## src/rtl/ntt_mux_pkg.sv

```systemverilog
// Shared types and helpers for the NTT operand selector.
package ntt_mux_pkg;

  localparam int unsigned NTT_COEFF_W = 16;

  typedef enum logic {
    MUX_DIRECT = 1'b0,
    MUX_SEQ    = 1'b1
  } mux_mode_e;

  // Next sequence index, wrapping to 0 after n-1; safe for any n >= 1.
  function automatic int unsigned wrap_inc(input int unsigned cur, input int unsigned n);
    return (n == 0 || cur >= n - 1) ? 0 : cur + 1;
  endfunction

endpackage

```

## src/rtl/ntt_mux_comb.sv

```systemverilog
// Combinational N:1 indexed select; an out-of-range index yields zero.
module ntt_mux_comb #(
  parameter int unsigned WIDTH = 16,
  parameter int unsigned N_IN  = 7,
  parameter int unsigned SEL_W = $clog2(N_IN)
) (
  input  logic [N_IN*WIDTH-1:0] in_flat,
  input  logic [SEL_W-1:0]      sel,
  output logic [WIDTH-1:0]      data_c
);

  always_comb begin
    data_c = '0;
    for (int i = 0; i < int'(N_IN); i++) begin
      if (sel == SEL_W'(i)) data_c = in_flat[i*WIDTH +: WIDTH];
    end
  end

endmodule

```

## src/rtl/ntt_mux_pipe.sv

```systemverilog
// Registered N:1 operand selector with valid/ready handshake and auto-sequencing.
// Optional sticky out-of-range select flag: define NTT_MUX_SEL_ERR_EN.
module ntt_mux_pipe
  import ntt_mux_pkg::*;
#(
  parameter int unsigned WIDTH = NTT_COEFF_W,
  parameter int unsigned N_IN  = 7,
  parameter int unsigned SEL_W = $clog2(N_IN)
) (
  input  logic                  clk,
  input  logic                  rst_n,
  input  logic [N_IN*WIDTH-1:0] in_flat,
  input  logic                  in_valid,
  output logic                  in_ready,
  input  logic                  mode,
  input  logic [SEL_W-1:0]      sel,
  input  logic                  seq_start,
  output logic [WIDTH-1:0]      out_data,
  output logic [SEL_W-1:0]      out_idx,
  output logic                  out_last,
  output logic                  out_valid,
`ifdef NTT_MUX_SEL_ERR_EN
  output logic                  sel_err,
`endif
  input  logic                  out_ready
);

  logic [SEL_W-1:0] r_seq_cnt;
  logic             w_accept;
  mux_mode_e        w_mode;
  logic [SEL_W-1:0] w_cnt_eff;
  logic [SEL_W-1:0] w_idx;
  logic [SEL_W-1:0] w_cnt_next;
  logic [WIDTH-1:0] w_data;
  logic             w_last;

  // Single-stage pipe: the output register may be reloaded in the same cycle it drains.
  assign in_ready   = !out_valid || out_ready;
  assign w_accept   = in_valid && in_ready;
  assign w_mode     = mux_mode_e'(mode);
  assign w_cnt_eff  = seq_start ? '0 : r_seq_cnt;
  assign w_idx      = (w_mode == MUX_SEQ) ? w_cnt_eff : sel;
  assign w_cnt_next = SEL_W'(wrap_inc(32'(w_cnt_eff), N_IN));
  assign w_last     = (w_mode == MUX_SEQ) && (w_idx == SEL_W'(N_IN - 1));

  ntt_mux_comb #(
    .WIDTH (WIDTH),
    .N_IN  (N_IN),
    .SEL_W (SEL_W)
  ) u_comb (
    .in_flat (in_flat),
    .sel     (w_idx),
    .data_c  (w_data)
  );

  always_ff @(posedge clk or negedge rst_n) begin
    if (!rst_n) begin
      out_data  <= '0;
      out_idx   <= '0;
      out_last  <= 1'b0;
      out_valid <= 1'b0;
    end else if (w_accept) begin
      out_data  <= w_data;
      out_idx   <= w_idx;
      out_last  <= w_last;
      out_valid <= 1'b1;
    end else if (out_ready) begin
      out_valid <= 1'b0;
    end
  end

  // Direct beats leave the counter alone; seq_start always rewinds it.
  always_ff @(posedge clk or negedge rst_n) begin
    if (!rst_n) begin
      r_seq_cnt <= '0;
    end else if (w_accept && (w_mode == MUX_SEQ)) begin
      r_seq_cnt <= w_cnt_next;
    end else if (seq_start) begin
      r_seq_cnt <= '0;
    end
  end

`ifdef NTT_MUX_SEL_ERR_EN
  logic w_sel_bad;
  assign w_sel_bad = w_accept && (w_mode == MUX_DIRECT)
                   && ({1'b0, sel} >= (SEL_W + 1)'(N_IN));

  // A new out-of-range accept takes priority over a simultaneous clear.
  always_ff @(posedge clk or negedge rst_n) begin
    if (!rst_n) begin
      sel_err <= 1'b0;
    end else if (w_sel_bad) begin
      sel_err <= 1'b1;
    end else if (seq_start) begin
      sel_err <= 1'b0;
    end
  end
`endif

endmodule

```

## config.mk

```make
export PLATFORM = sky130hd
export DESIGN_NAME = ntt_mux_pipe
export DESIGN_NICKNAME = d
export VERILOG_FILES = /design/src/rtl/ntt_mux_pkg.sv /design/src/rtl/ntt_mux_comb.sv /design/src/rtl/ntt_mux_pipe.sv
export SDC_FILE = /design/constraint.sdc
export NUM_CORES = 1
export LEC_CHECK = 0
export ABC_AREA = 1
export CAP_MARGIN = 20
export CORE_UTILIZATION = 36
export CTS_BUF_LIST = sky130_fd_sc_hd__clkbuf_4
export DETAILED_ROUTE_END_ITERATION = 12
export PLACE_DENSITY_LB_ADDON = 0.08
export SYNTH_ARGS = -nofsm -noshare
export SYNTH_HDL_FRONTEND = slang
export SYNTH_HIERARCHICAL = 1
export SYNTH_SLANG_ARGS = --single-unit
```

## constraint.sdc

```tcl
create_clock -name clk -period 1.86 [get_ports clk]
set_input_delay 0.372 -clock clk [delete_from_list [all_inputs] [get_ports clk]]
set_output_delay 0.372 -clock clk [all_outputs]
set_load 0.05 [all_outputs]
```

==> After elaboration in Yosys (flattened, before gate mapping) <==
Cells that the tools add are included.
{ "totals": {"ff_bits": 24, "inputBits": 121, "wordCells": 33} }
{ "op_classes": {"n_addsub": 1, "magnitude_cmp": 1, "n_eq_ne": 6, "muxes": 13, "n_reduce_logical": 7} }
{ "op_table": {"columns": ["op", "n"], "rows": [
  ["$mux W16", 7],
  ["$mux W3", 4],
  ["$eq A3 B3 Y1 const B", 3],
  ["$eq A3 B2 Y1 const B", 2],
  ["$add A3 B1 Y3 const B", 1],
  ["$eq A3 B1 Y1 const B", 1],
  ["$ge A3 B3 Y1 const B", 1],
  ["$logic_and A1 B1 Y1", 3],
  ["$logic_not A3 Y1", 1],
  ["$mux W1", 2],
  ["$reduce_bool A2 Y1", 1],
  ["$logic_not A1 Y1", 1],
  ["$logic_or A1 B1 Y1", 1]
]} }

==> Longest topological paths before layout <==
Gate-level depths: netlist of the first run.
{ "logic_depth": {"word_depth": 10, "depth_mapped": 13, "ltp_nobuf": 12} }

==> Hierarchy <==
Netlist of the first run, hierarchy kept.
{ "modules_own_cells": {"columns": ["module", "n_inst", "cells_per_inst", "area_per_inst_um2"], "rows": [
  ["ntt_mux_pipe", 1, 121, 1037.2],
  ["ntt_mux_comb", 1, 200, 998.5]
]} }

==> Least setup slack after synthesis of the first run <==
Ideal clock, no wire load.
{ "synth_path": {"path_type": "input port to flip-flop", "startpoint": "input seq_start", "endpoint": "register out_data[11]", "setup_ns": 0.118, "arrival_time_ns": 1.549, "t_required_ns": 1.742, "setup_slack_ns": 0.194, "path_stages": 12, "path_cell_list": "inv_1 -> nand2_1 -> o21ai_1 -> inv_2 -> buf_6 -> buf_2 -> nand3_1 -> nand3_1 -> nor2_1 -> nand4_1 -> nand2_1 -> nand2_1"} }
{ "synth_between": {"elab_chain_cells": 10, "elab_cells_between_ends": 16} }
{ "synth_rtl": {"columns": ["item", "line_no", "rtl"], "rows": [
  ["start, declared", "ntt_mux_pipe.sv:17", "input logic seq_start,"],
  ["$mux W3 (*)", null, null],
  ["$mux W3 (*)", "ntt_mux_pipe.sv:42", "assign w_idx = (w_mode == MUX_SEQ) ? w_cnt_eff : sel;"],
  ["net w_idx[2]", "ntt_mux_pipe.sv:32", "logic [SEL_W-1:0] w_idx;"],
  ["$logic_not A3 Y1", "ntt_mux_comb.sv:15", "if (sel == SEL_W'(i)) data_c = in_flat[i*WIDTH +: WIDTH];"],
  ["$mux W16 (6 in series)", "ntt_mux_comb.sv:15", null],
  ["$mux W16 (*)", "ntt_mux_comb.sv:15", null],
  ["net w_data[11]", "ntt_mux_pipe.sv:34", "logic [WIDTH-1:0] w_data;"],
  ["end signal, assigned", "ntt_mux_pipe.sv:63", "out_data <= w_data;"],
  ["end, declared", "ntt_mux_pipe.sv:18", "output logic [WIDTH-1:0] out_data,"]
]} }
Mark *: on every way through the listed nets, which the timed path passes. The rest lies on a longest branch.
A chain may end at the register's enable or synchronous reset.

==> Worst setup path after layout of the first run <==
{ "layout_path": {"startpoint": "input mode", "endpoint": "register out_data[12]"} }
{ "layout_between": {"elab_chain_cells": 9, "elab_cells_between_ends": 15} }
{ "layout_rtl": {"columns": ["item", "line_no", "rtl"], "rows": [
  ["start, declared", "ntt_mux_pipe.sv:15", "input logic mode,"],
  ["$mux W3 (*)", "ntt_mux_pipe.sv:42", null],
  ["net w_idx[1]", "ntt_mux_pipe.sv:32", null],
  ["$logic_not A3 Y1", "ntt_mux_comb.sv:15", null],
  ["$mux W16 (6 in series)", "ntt_mux_comb.sv:15", null],
  ["$mux W16 (*)", "ntt_mux_comb.sv:15", null],
  ["net w_data[12]", "ntt_mux_pipe.sv:34", null]
]} }
Marked as above.

==> results by group, run 1 <==
Status
  – Status: finished clean

Synth
  – Library cell with the highest instance count after synthesis: nand2_1
  – Cell type contributing the most total cell area after synthesis: dfrtp_1
  – Number of standard cells after synthesis: 321
  – Share of synthesized cell area in full adder, half adder and majority cells: 0.00615
  – Post-synthesis cell area: 2040 um2
  – Share of cell area taken by muxes after synthesis: 0
  – Number of register bits inferred by synthesis: 24
  – Synthesized net count: 443
  – Warnings, synthesis: 6
  – Async set or reset register ratio after synthesis: 1.00
  – Number of flops mapped to enable cells by yosys: 0
  – Proportion of netlist area held by the largest area contributor: 0.295
  – Synth Area in XOR/XNOR: 0
  – Fraction of the mapped netlist area in compound gates: 0.0166
  – Synthesized area divided by synthesized cell count: 6.34 um2
  – Main flop type after synthesis: dfrtp_1
  – Combinational family with the most area after synthesis: simple AND/OR/NAND/NOR gates
  – Top cells by area, synth: dfrtp_1, nand2_1, nand4_1
  – Synth Area in Simple Gates: 0.562
  – Post-synth cell types: 21
  – List of most frequent post-synthesis cells: nand2_1, nand4_1, nor2_1
  – Register area share after synthesis: 0.295

Route
  – First DRT Iteration DRCs: 222
  – Remaining DRCs: 0
  – Detailed-route vias per instance: 5.17
  – Count of vias placed by the detailed router: 2843
  – Drt pass-1 iters: 4
  – Total length of routed wires: 7.80 mm
  – Average wire per standard cell: 14.2 um
  – ANT nets after route: 0

Cells and area
  – Synthesis-to-finish area growth: 87.6%
  – Utilization after layout: 0.698
  – Nets: 601
  – Proportion of layout cells with a drive suffix above 1: 0.149
  – Diodes inserted: 0
  – Final design area excluding fillers: 3820 um2
  – Count of non-filler cells in the finished layout: 550

Placement
  – PortBufs: 142
  – Weighted congestion reported at the end of routability-driven placement: 0.841
  – Detailed-placement wirelength estimate: 5.97 mm
  – Post-Place Cell Area: 3620 um2
  – Cell count after placement: 539
  – Worst setup timing slack at the placement stage: -0.441 ns

Pwr
  – Leak Pwr: 1.81 nW
  – Post-route total power: 2.04 mW
  – Peak ir drop on the vdd network: 0.467 mV
  – Power per standard cell area: 534 nW/um2

Worst setup path
  – Critical path endpoint category: register
  – Library cell contributing the largest single delay on the critical path: dlygate4sd2_1
  – Endpoint arrival time on the critical path: 1.95 ns
  – Top cell by count, worst path: nand2_1
  – Max stage delay on crit path: 0.33 ns
  – Critical path cell sequence: dlygate4sd2_1 > inv_2 > nand2_1 > o21ai_4 > buf_6 > buf_12 > nand4_1 > nand3_1 > nor2_1 > nand4_1 > nand2_1 > nand2_1
  – Internal reg-to-reg setup slack: 0.16 ns
  – Worst setup path category: input port to register
  – Worst Path Required: 2.07 ns
  – Max Fanout on Critical Path: 16
  – Critical path launch point type: input port

Clocking
  – Clock-pin slew reported for the worst setup and hold paths after clock tree synthesis: 0.13 ns
  – Inserted Clock Buffers: 3
  – Clock tree from TritonCTS: yes
  – Clock Tree Root: clkbuf_4
  – Worst-skew pair later-pin latency: 0.31 ns
  – H-tree Lvls: 1
  – TritonCTS Sinks: 24
  – Bufs on Longest Clock Path: 2

Die
  – Starting density of the core: 0.372
  – Horizontal die dimension: 77.2 um
  – Vertical die dimension: 77.2 um
  – Core footprint: 5470 um2
  – DIE AREA: 5960 um2
  – FP Rows: 27
  – I/O pin total: 143

Timing
  – Setup ws final: 0.125 ns
  – Setup repair after global routing missed its margin: no
  – Final max-slew violation count: 0
  – Hold slack: 0.402 ns
  – Tcrit/Tclk final: 0.933
  – Setup skew after layout: 0.00466 ns
  – Final Hold Viols: 0
  – Final setup violation count: 0
  – Sum of negative setup slack: 0 ns
  – Maximum clock rate: 576 MHz
  – Worst slew margin relative to its limit: 0.672
  – Time the worst path needs with I/O delays and setup: 1.74 ns
  – Slew at the pin closest to its max-slew limit: 0.494 ns

Hold path
  – Worst hold path class: input port to asynchronous set/reset pin

Global routing
  – Overall global routing resource usage: 0.253
  – Via count of the first global-routing pass: 2711
  – GRT Residual Overflow: 0
  – Wire length of the first global-routing pass: 12.1 mm
  – Pin count of the biggest net entering global routing: 49
  – Antenna violations before repair: 0

Job
  – Max Cap Viol: 0
[state kept, by name, indices dropped and copies added (netlist names)]
name       flops
out_valid      1
out_last       1
out_data      16
out_idx        3
r_seq_cnt      3
[layer usage]
metal,wire (um),up-vias,GRT usage
li1,-,1382,-
met1,3000,1300,0.290
met2,3960,143,0.473
met3,648,18,0.0524
met4,196,0,0.0604
met5,0,-,0
[worst max-delay path: cells and delay by family]
family,cells,cell delay [ns]
buffers and inverters,4,0.73
AND/OR/NAND/NOR,7,0.73
AO/OA/AOI/OAI,1,0.12
[cells in the final DEF (no fill, tap or decap), types with 2 or more instances in the layout]
| master | count |
|---|---|
| clkdlybuf4s50_1 | 118 |
| clkbuf_16 | 2 |
| inv_4 | 3 |
| dlygate4sd2_1 | 9 |
| buf_12 | 6 |
| nand2_1 | 111 |
| o21ai_0 | 2 |
| nor2_1 | 35 |
| buf_6 | 7 |
| nor2_2 | 3 |
| inv_2 | 3 |
| nand2_2 | 3 |
| buf_4 | 29 |
| inv_1 | 20 |
| clkbuf_4 | 3 |
| dfrtp_1 | 24 |
| nand4_1 | 48 |
| nand3_1 | 35 |
| nand2_4 | 3 |
| nor3_4 | 3 |
| o21ai_4 | 2 |
[final timing paths]
kind	from	end	cells past startpoint
setup reg to reg	r_seq_cnt[1]	out_data[12]	10
min in group clk	seq_start	r_seq_cnt[0]	4
hold reg to reg	out_last	out_last	2
hold / removal	rst_n	out_last	2
setup / recovery	mode	out_data[12]	12
max in group asynchronous	rst_n	r_seq_cnt[1]	2
[cell families (layout without fill, tap and decap cells)]
family / after synthesis / after routing
buf+inv: 46 / 203
simple gates: 244 / 244
fa+ha+maj: 1 / 1
compound gates: 6 / 6
flops: 24 / 24
[area by class of cell]
| class | count | area [um2] |
|---|---|---|
| timing repair buffer | 172 | 1740 |
| fill | 472 | 1650 |
| multi-input combinational | 251 | 1250 |
| sequential | 24 | 601 |
| inverter | 27 | 114 |
| tap | 72 | 90.1 |
| clock buffer | 3 | 22.5 |
| clock inverter | 1 | 3.75 |
[power breakdown]
| group | switching, mW | internal, mW | total (mW) |
|---|---|---|---|
| logic | 0.650 | 0.506 | 1.16 |
| registers | 0.0494 | 0.603 | 0.652 |
| clock network | 0.153 | 0.0784 | 0.231 |
| total | 0.853 | 1.19 | 2.04 |
[repair_timing]
action / in CTS / in global routing
setup endpoints to repair: 24 / 16
pin swaps: 1 / 10
setup buffers: 0 / 4
resized for setup: 18 / 20
hold buffers: 0 / 0
gates cloned: 0 / 3
Note: power is estimated with default switching activity, not from simulation.
==> run 2, diff against run 1 <==
- CTS_BUF_LIST: sky130_fd_sc_hd__clkbuf_4 -> sky130_fd_sc_hd__clkbuf_4 sky130_fd_sc_hd__clkbuf_8 sky130_fd_sc_hd__clkbuf_16
==> results by group, run 2 (synthesis gave the netlist of run 1 again) <==
Status
  – Status: finished clean

Global routing
  – Pin count of the biggest net entering global routing: 49
  – GRT Residual Overflow: 0
  – Overall global routing resource usage: 0.265
  – Wire length of the first global-routing pass: 12.6 mm
  – Via count of the first global-routing pass: 2757
  – Antenna violations before repair: 0

Worst setup path
  – Worst path top cell family by delay: buffers and inverters
  – Worst Path Required: 1.49 ns
  – Library cell contributing the largest single delay on the critical path: clkdlybuf4s50_1
  – Max Fanout on Critical Path: 2
  – Worst Reg-to-Reg Cells: 11
  – Critical path endpoint category: output port
  – Endpoint of the lowest-slack register-to-register path: out_data[13]
  – Critical path cell sequence: clkdlybuf4s50_1
  – Internal reg-to-reg setup slack: 0.15 ns
  – Worst setup path category: register to output port
  – Max stage delay on crit path: 0.80 ns
  – Buf/Inv on CP: 1
  – Worst R2R Start: r_seq_cnt[0]
  – Endpoint arrival time on the critical path: 1.43 ns
  – Critical path launch point type: register

Timing
  – Maximum clock rate: 554 MHz
  – Time the worst path needs with I/O delays and setup: 1.80 ns
  – Setup repair after global routing missed its margin: no
  – Final setup violation count: 0
  – Final max-slew violation count: 0
  – Slew at the pin closest to its max-slew limit: 0.499 ns
  – Setup skew after layout: 0.00220 ns
  – Worst slew margin relative to its limit: 0.666
  – Final Hold Viols: 0
  – Tcrit/Tclk final: 0.970

Cells and area
  – Proportion of layout cells with a drive suffix above 1: 0.139
  – Largest regs: out_data: 16 flops, out_idx: 3 flops, r_seq_cnt: 3 flops
  – Leading cell type in the layout, fill and taps excluded: clkdlybuf4s50_1
  – Synthesis-to-finish area growth: 85.9%
  – Nets: 597
  – Layout fillers: 469
  – Diodes inserted: 0
  – Register name with the most flops: out_data
  – Max reg flops: 16
  – Final design area excluding fillers: 3780 um2
  – Utilization after layout: 0.691
  – Commonest cells after routing, fill and taps aside: clkdlybuf4s50_1, nand2_1, nand4_1

Die
  – FP Rows: 27
  – Starting density of the core: 0.372
  – DIE AREA: 5960 um2
  – I/O pin total: 143
  – Vertical die dimension: 77.2 um
  – Core footprint: 5470 um2
  – Horizontal die dimension: 77.2 um

Clocking
  – Clock Tree Root: clkbuf_8
  – H-tree Lvls: 1
  – Worst-skew pair later-pin latency: 0.26 ns
  – Clock tree from TritonCTS: yes
  – Clock-pin slew reported for the worst setup and hold paths after clock tree synthesis: 0.08 ns
  – Bufs on Longest Clock Path: 2
  – Inserted Clock Buffers: 3
  – TritonCTS Sinks: 24
  – Post-CTS Hold Buffers: 0

Pwr
  – Post-route total power: 2.16 mW
  – Net switching fraction of the power: 0.394
  – Clock group share of total power: 0.161
  – Peak ir drop on the vdd network: 0.495 mV
  – Fraction of power consumed by sequential logic: 0.302
  – Combinational fraction of design power: 0.537
  – Power per standard cell area: 571 nW/um2
  – Leak Pwr: 1.75 nW
  – Net load switching power: 0.852 mW
  – Internal power: 1.31 mW

Route
  – Detailed-route vias per instance: 5.10
  – Remaining DRCs: 0
  – ANT nets after route: 0
  – Average wire per standard cell: 14.3 um
  – Drt pass-1 iters: 4
  – Count of vias placed by the detailed router: 2786
  – Total length of routed wires: 7.78 mm
  – First DRT Iteration DRCs: 248

Placement
  – Post-Place Cell Area: 3620 um2
  – PortBufs: 142
  – Weighted congestion reported at the end of routability-driven placement: 0.841
  – Detailed-placement wirelength estimate: 5.97 mm

Hold path
  – Worst hold path class: input port to asynchronous set/reset pin

Job
  – Max Cap Viol: 0
## run 2: changes by cell type in the layout (fill, tap and decap cells not counted), sizes merged
| cell | delta |
|---|---|
| dlygate4sd2 | -8 |
| clkdlybuf4s15 | +1 |
| clkinv | -1 |
| clkdlybuf4s50 | +8 |
| clkbuf | -1 |
| buf | -3 |
| bufbuf | +1 |
| dlymetal6s2s | -1 |
## run 2: routing by layer
layer | global-route usage | vias up | share of wire
li1 | - | 1375 | -
met1 | 0.311 | 1276 | 0.40
met2 | 0.485 | 119 | 0.50
met3 | 0.0560 | 16 | 0.073
met4 | 0.0623 | 0 | 0.021
met5 | 0 | - | 0
## run 2: through the flow
step                      hold WS [ns]  TNS [ns]  setup WS (ns)  std cells
after detailed placement         0.466     -6.51         -0.441        539
final                            0.464         0         0.0553        546
after global placement           0.464     -5.82         -0.418        539
after global routing             0.482         0        0.00419        546
after CTS                        0.473         0         0.0495        546
after floorplan                 0.0764         0          0.194        321
## run 2: how the worst max path moves through the flow
stage | from | endpoint | slack (ns) | cells after the start
2_1_floorplan | seq_start | out_data[11] | 0.19 | 12
3_3_place_gp | mode | out_data[8] | -0.42 | 11
3_5_place_dp | seq_start | out_data[12] | -0.44 | 13
4_1_cts | out_data[0] | out_data[0] | 0.05 | 1
5_1_grt | out_data[1] | out_data[1] | 0.004 | 1
6_report | out_data[1] | out_data[1] | 0.06 | 1
## run 2: cell type report
| type | count | area, um2 | area share |
|---|---|---|---|
| clock buffer | 4 | 55.1 | 0.0146 |
| inverter | 27 | 109 | 0.0288 |
| multi-input combinational | 251 | 1230 | 0.324 |
| sequential | 24 | 601 | 0.159 |
| tap | 72 | 90.1 | 0.0238 |
| timing repair buffer | 168 | 1700 | 0.450 |
## run 2: what timing repair did
action                                  CTS  global route
endpoints found under the setup margin   16             5
pin swaps                                 6             1
gates cloned                              2             0
buffers inserted                          1             0
resized for setup                        21             1
## run 2: power by group through the flow
| stage | Combinational [mW] | Clock, mW | Sequential (mW) |
|---|---|---|---|
| global placement | 1.11 | 0 | 0.662 |
| finish | 1.16 | 0.348 | 0.653 |
| detailed placement | 1.12 | 0 | 0.660 |
| CTS | 1.16 | 0.355 | 0.653 |
| global route | 1.24 | 0.379 | 0.665 |
| floorplan | 0.314 | 0 | 0.935 |
==> run 3, diff against run 2 <==
- CORE_UTILIZATION: 36 -> 37
- SLEW_MARGIN: default -> 20
- SYNTH_HIERARCHICAL: 1 -> default
==> results by group, run 3 <==
Synth
  – Cell type contributing the most total cell area after synthesis: dfrtp_1
  – Post-synth cell types: 23
  – Synthesized area divided by synthesized cell count: 5.92 um2
  – Synthesized net count: 488
  – Post-synthesis cell area: 2170 um2
  – Number of register bits inferred by synthesis: 24
  – Warnings, synthesis: 0
  – Number of standard cells after synthesis: 366
  – Proportion of netlist area held by the largest area contributor: 0.277
  – Number of flops mapped to enable cells by yosys: 0
  – Top cells by area, synth: dfrtp_1, nand2_1, nor2_1
  – Main flop type after synthesis: dfrtp_1
  – List of most frequent post-synthesis cells: nand2_1, nor2_1, inv_1
  – Register area share after synthesis: 0.277
  – Async set or reset register ratio after synthesis: 1.00
  – Library cell with the highest instance count after synthesis: nand2_1

Pwr
  – Internal power: 1.28 mW
  – Power per standard cell area: 557 nW/um2
  – Clock group share of total power: 0.143
  – Peak ir drop on the vdd network: 0.582 mV
  – Fraction of power consumed by sequential logic: 0.306
  – Net load switching power: 0.896 mW
  – Post-route total power: 2.17 mW
  – Combinational fraction of design power: 0.550
  – Net switching fraction of the power: 0.413
  – Leak Pwr: 1.94 nW

Die
  – Core footprint: 5570 um2
  – I/O pin total: 143
  – Vertical die dimension: 78.5 um
  – Horizontal die dimension: 78.5 um
  – Starting density of the core: 0.389
  – FP Rows: 27
  – DIE AREA: 6160 um2

Worst setup path
  – Worst path top cell family by delay: buffers and inverters
  – Critical path endpoint category: output port
  – Max Fanout on Critical Path: 2
  – Max stage delay on crit path: 0.81 ns
  – Internal reg-to-reg setup slack: 0.19 ns
  – Worst setup path category: register to output port
  – Library cell contributing the largest single delay on the critical path: clkdlybuf4s50_1
  – Endpoint arrival time on the critical path: 1.45 ns
  – Critical path launch point type: register
  – Buf/Inv on CP: 1
  – Worst Path Required: 1.49 ns
  – Critical path cell sequence: clkdlybuf4s50_1

Cells and area
  – Commonest cells after routing, fill and taps aside: clkdlybuf4s50_1, nand2_1, nor2_1
  – Count of non-filler cells in the finished layout: 596
  – Nets: 648
  – Max reg flops: 16
  – Diodes inserted: 0
  – Sequential Area: 601 um2
  – Utilization after layout: 0.700
  – Synthesis-to-finish area growth: 80.1%
  – Layout fillers: 498
  – Register name with the most flops: out_data
  – Final design area excluding fillers: 3900 um2
  – Largest regs: out_data: 16 flops, out_idx: 3 flops, r_seq_cnt: 3 flops
  – Leading cell type in the layout, fill and taps excluded: clkdlybuf4s50_1
  – Area taken by multi-input logic gates: 1320 um2
  – Proportion of layout cells with a drive suffix above 1: 0.153

Timing
  – Worst slew margin relative to its limit: 0.671
  – Hold slack: 0.453 ns
  – Tcrit/Tclk final: 0.977
  – Slew at the pin closest to its max-slew limit: 0.493 ns
  – Maximum clock rate: 550 MHz
  – Final setup violation count: 0
  – Setup skew after layout: 0.00626 ns
  – Final Hold Viols: 0
  – Time the worst path needs with I/O delays and setup: 1.82 ns
  – Final max-slew violation count: 0

Clocking
  – TritonCTS Sinks: 24
  – Clock Tree Root: clkbuf_8
  – Inserted Clock Buffers: 3
  – H-tree Lvls: 1
  – Clock-pin slew reported for the worst setup and hold paths after clock tree synthesis: 0.08 ns
  – Bufs on Longest Clock Path: 2
  – Worst-skew pair later-pin latency: 0.27 ns
  – Clock tree from TritonCTS: yes

Hold path
  – Worst hold path class: input port to asynchronous set/reset pin

Route
  – First DRT Iteration DRCs: 152
  – Total length of routed wires: 8.12 mm
  – ANT nets after route: 0
  – Drt pass-1 iters: 5
  – Count of vias placed by the detailed router: 2872
  – Average wire per standard cell: 13.6 um
  – Remaining DRCs: 0
  – Detailed-route vias per instance: 4.82

Global routing
  – GRT Residual Overflow: 0
  – Wire length of the first global-routing pass: 12.4 mm
  – Overall global routing resource usage: 0.258
  – Antenna violations before repair: 0
  – Pin count of the biggest net entering global routing: 33
  – Via count of the first global-routing pass: 2601

Status
  – Status: finished clean

Placement
  – Detailed-placement wirelength estimate: 6.28 mm
  – Weighted congestion reported at the end of routability-driven placement: 0.862
  – Post-Place Cell Area: 3760 um2
  – Cell count after placement: 587
  – PortBufs: 142

Job
  – Max Cap Viol: 0
run 3: changes by cell type after synthesis, sizes merged, moves of 2 or more:
cell,previous run,this run
nor2,39,99
nand4,48,32
nand3,36,23
inv,27,39
or2,0,2
run 3: path summary, 6_finish.rpt:
path / from / cells after the start / end
max in group asynchronous: rst_n / 2 / out_data[7]
hold reg to reg: out_data[8] / 2 / out_data[8]
min in group clk: out_data[8] / 2 / out_data[8]
setup reg to reg: r_seq_cnt[0] / 10 / out_data[6]
hold / removal: rst_n / 2 / out_data[13]
setup / recovery: out_valid / 1 / out_valid
run 3: power by group through the flow:
stage	Clock, mW	Sequential (mW)	Combinational [mW]
finish	0.312	0.665	1.20
global route	0.338	0.674	1.28
CTS	0.319	0.664	1.18
detailed placement	0	0.670	1.16
global placement	0	0.672	1.16
floorplan	0	0.951	0.330
run 3: logic make-up after synthesis:
logic type                 count (synthesis)  synth area share
and+or+nand+nor                          276             0.575
adders and majority gates                  1           0.00578
buffers and inverters                     57             0.122
DFF                                       24             0.277
AOI/OAI and AO/OA                          8            0.0196
run 3: what timing repair did:
item	4_1_cts	5_1_grt
gates resized for setup	2	17
cloned	0	1
setup buffers	2	3
pin swaps	3	4
hold buffers	0	0
setup endpoints to repair	16	17
run 3: per-stage QoR:
stage,worst slack (ns),TNS (ns)
floorplan,0.0108,0
global placement,-0.344,-4.83
detailed placement,-0.376,-5.57
CTS,0.00411,0
global route,-0.0300,-0.0934
finish,0.0422,0
run 3: layout make-up:
cell class              count  share of cell area
repair inverters            1             0.00160
inverters                  39              0.0388
well taps                  72              0.0231
clock buffers               3              0.0106
flip-flops and latches     24               0.154
multi-input cells         285               0.339
repair buffers            172               0.433
run 3: per-layer routing:
layer | vias up | routed length (um) | global-route usage
met5 | - | 0 | 0
met4 | 0 | 144 | 0.0870
met3 | 11 | 730 | 0.0360
met2 | 152 | 3560 | 0.405
met1 | 1243 | 3690 | 0.359
li1 | 1466 | - | -
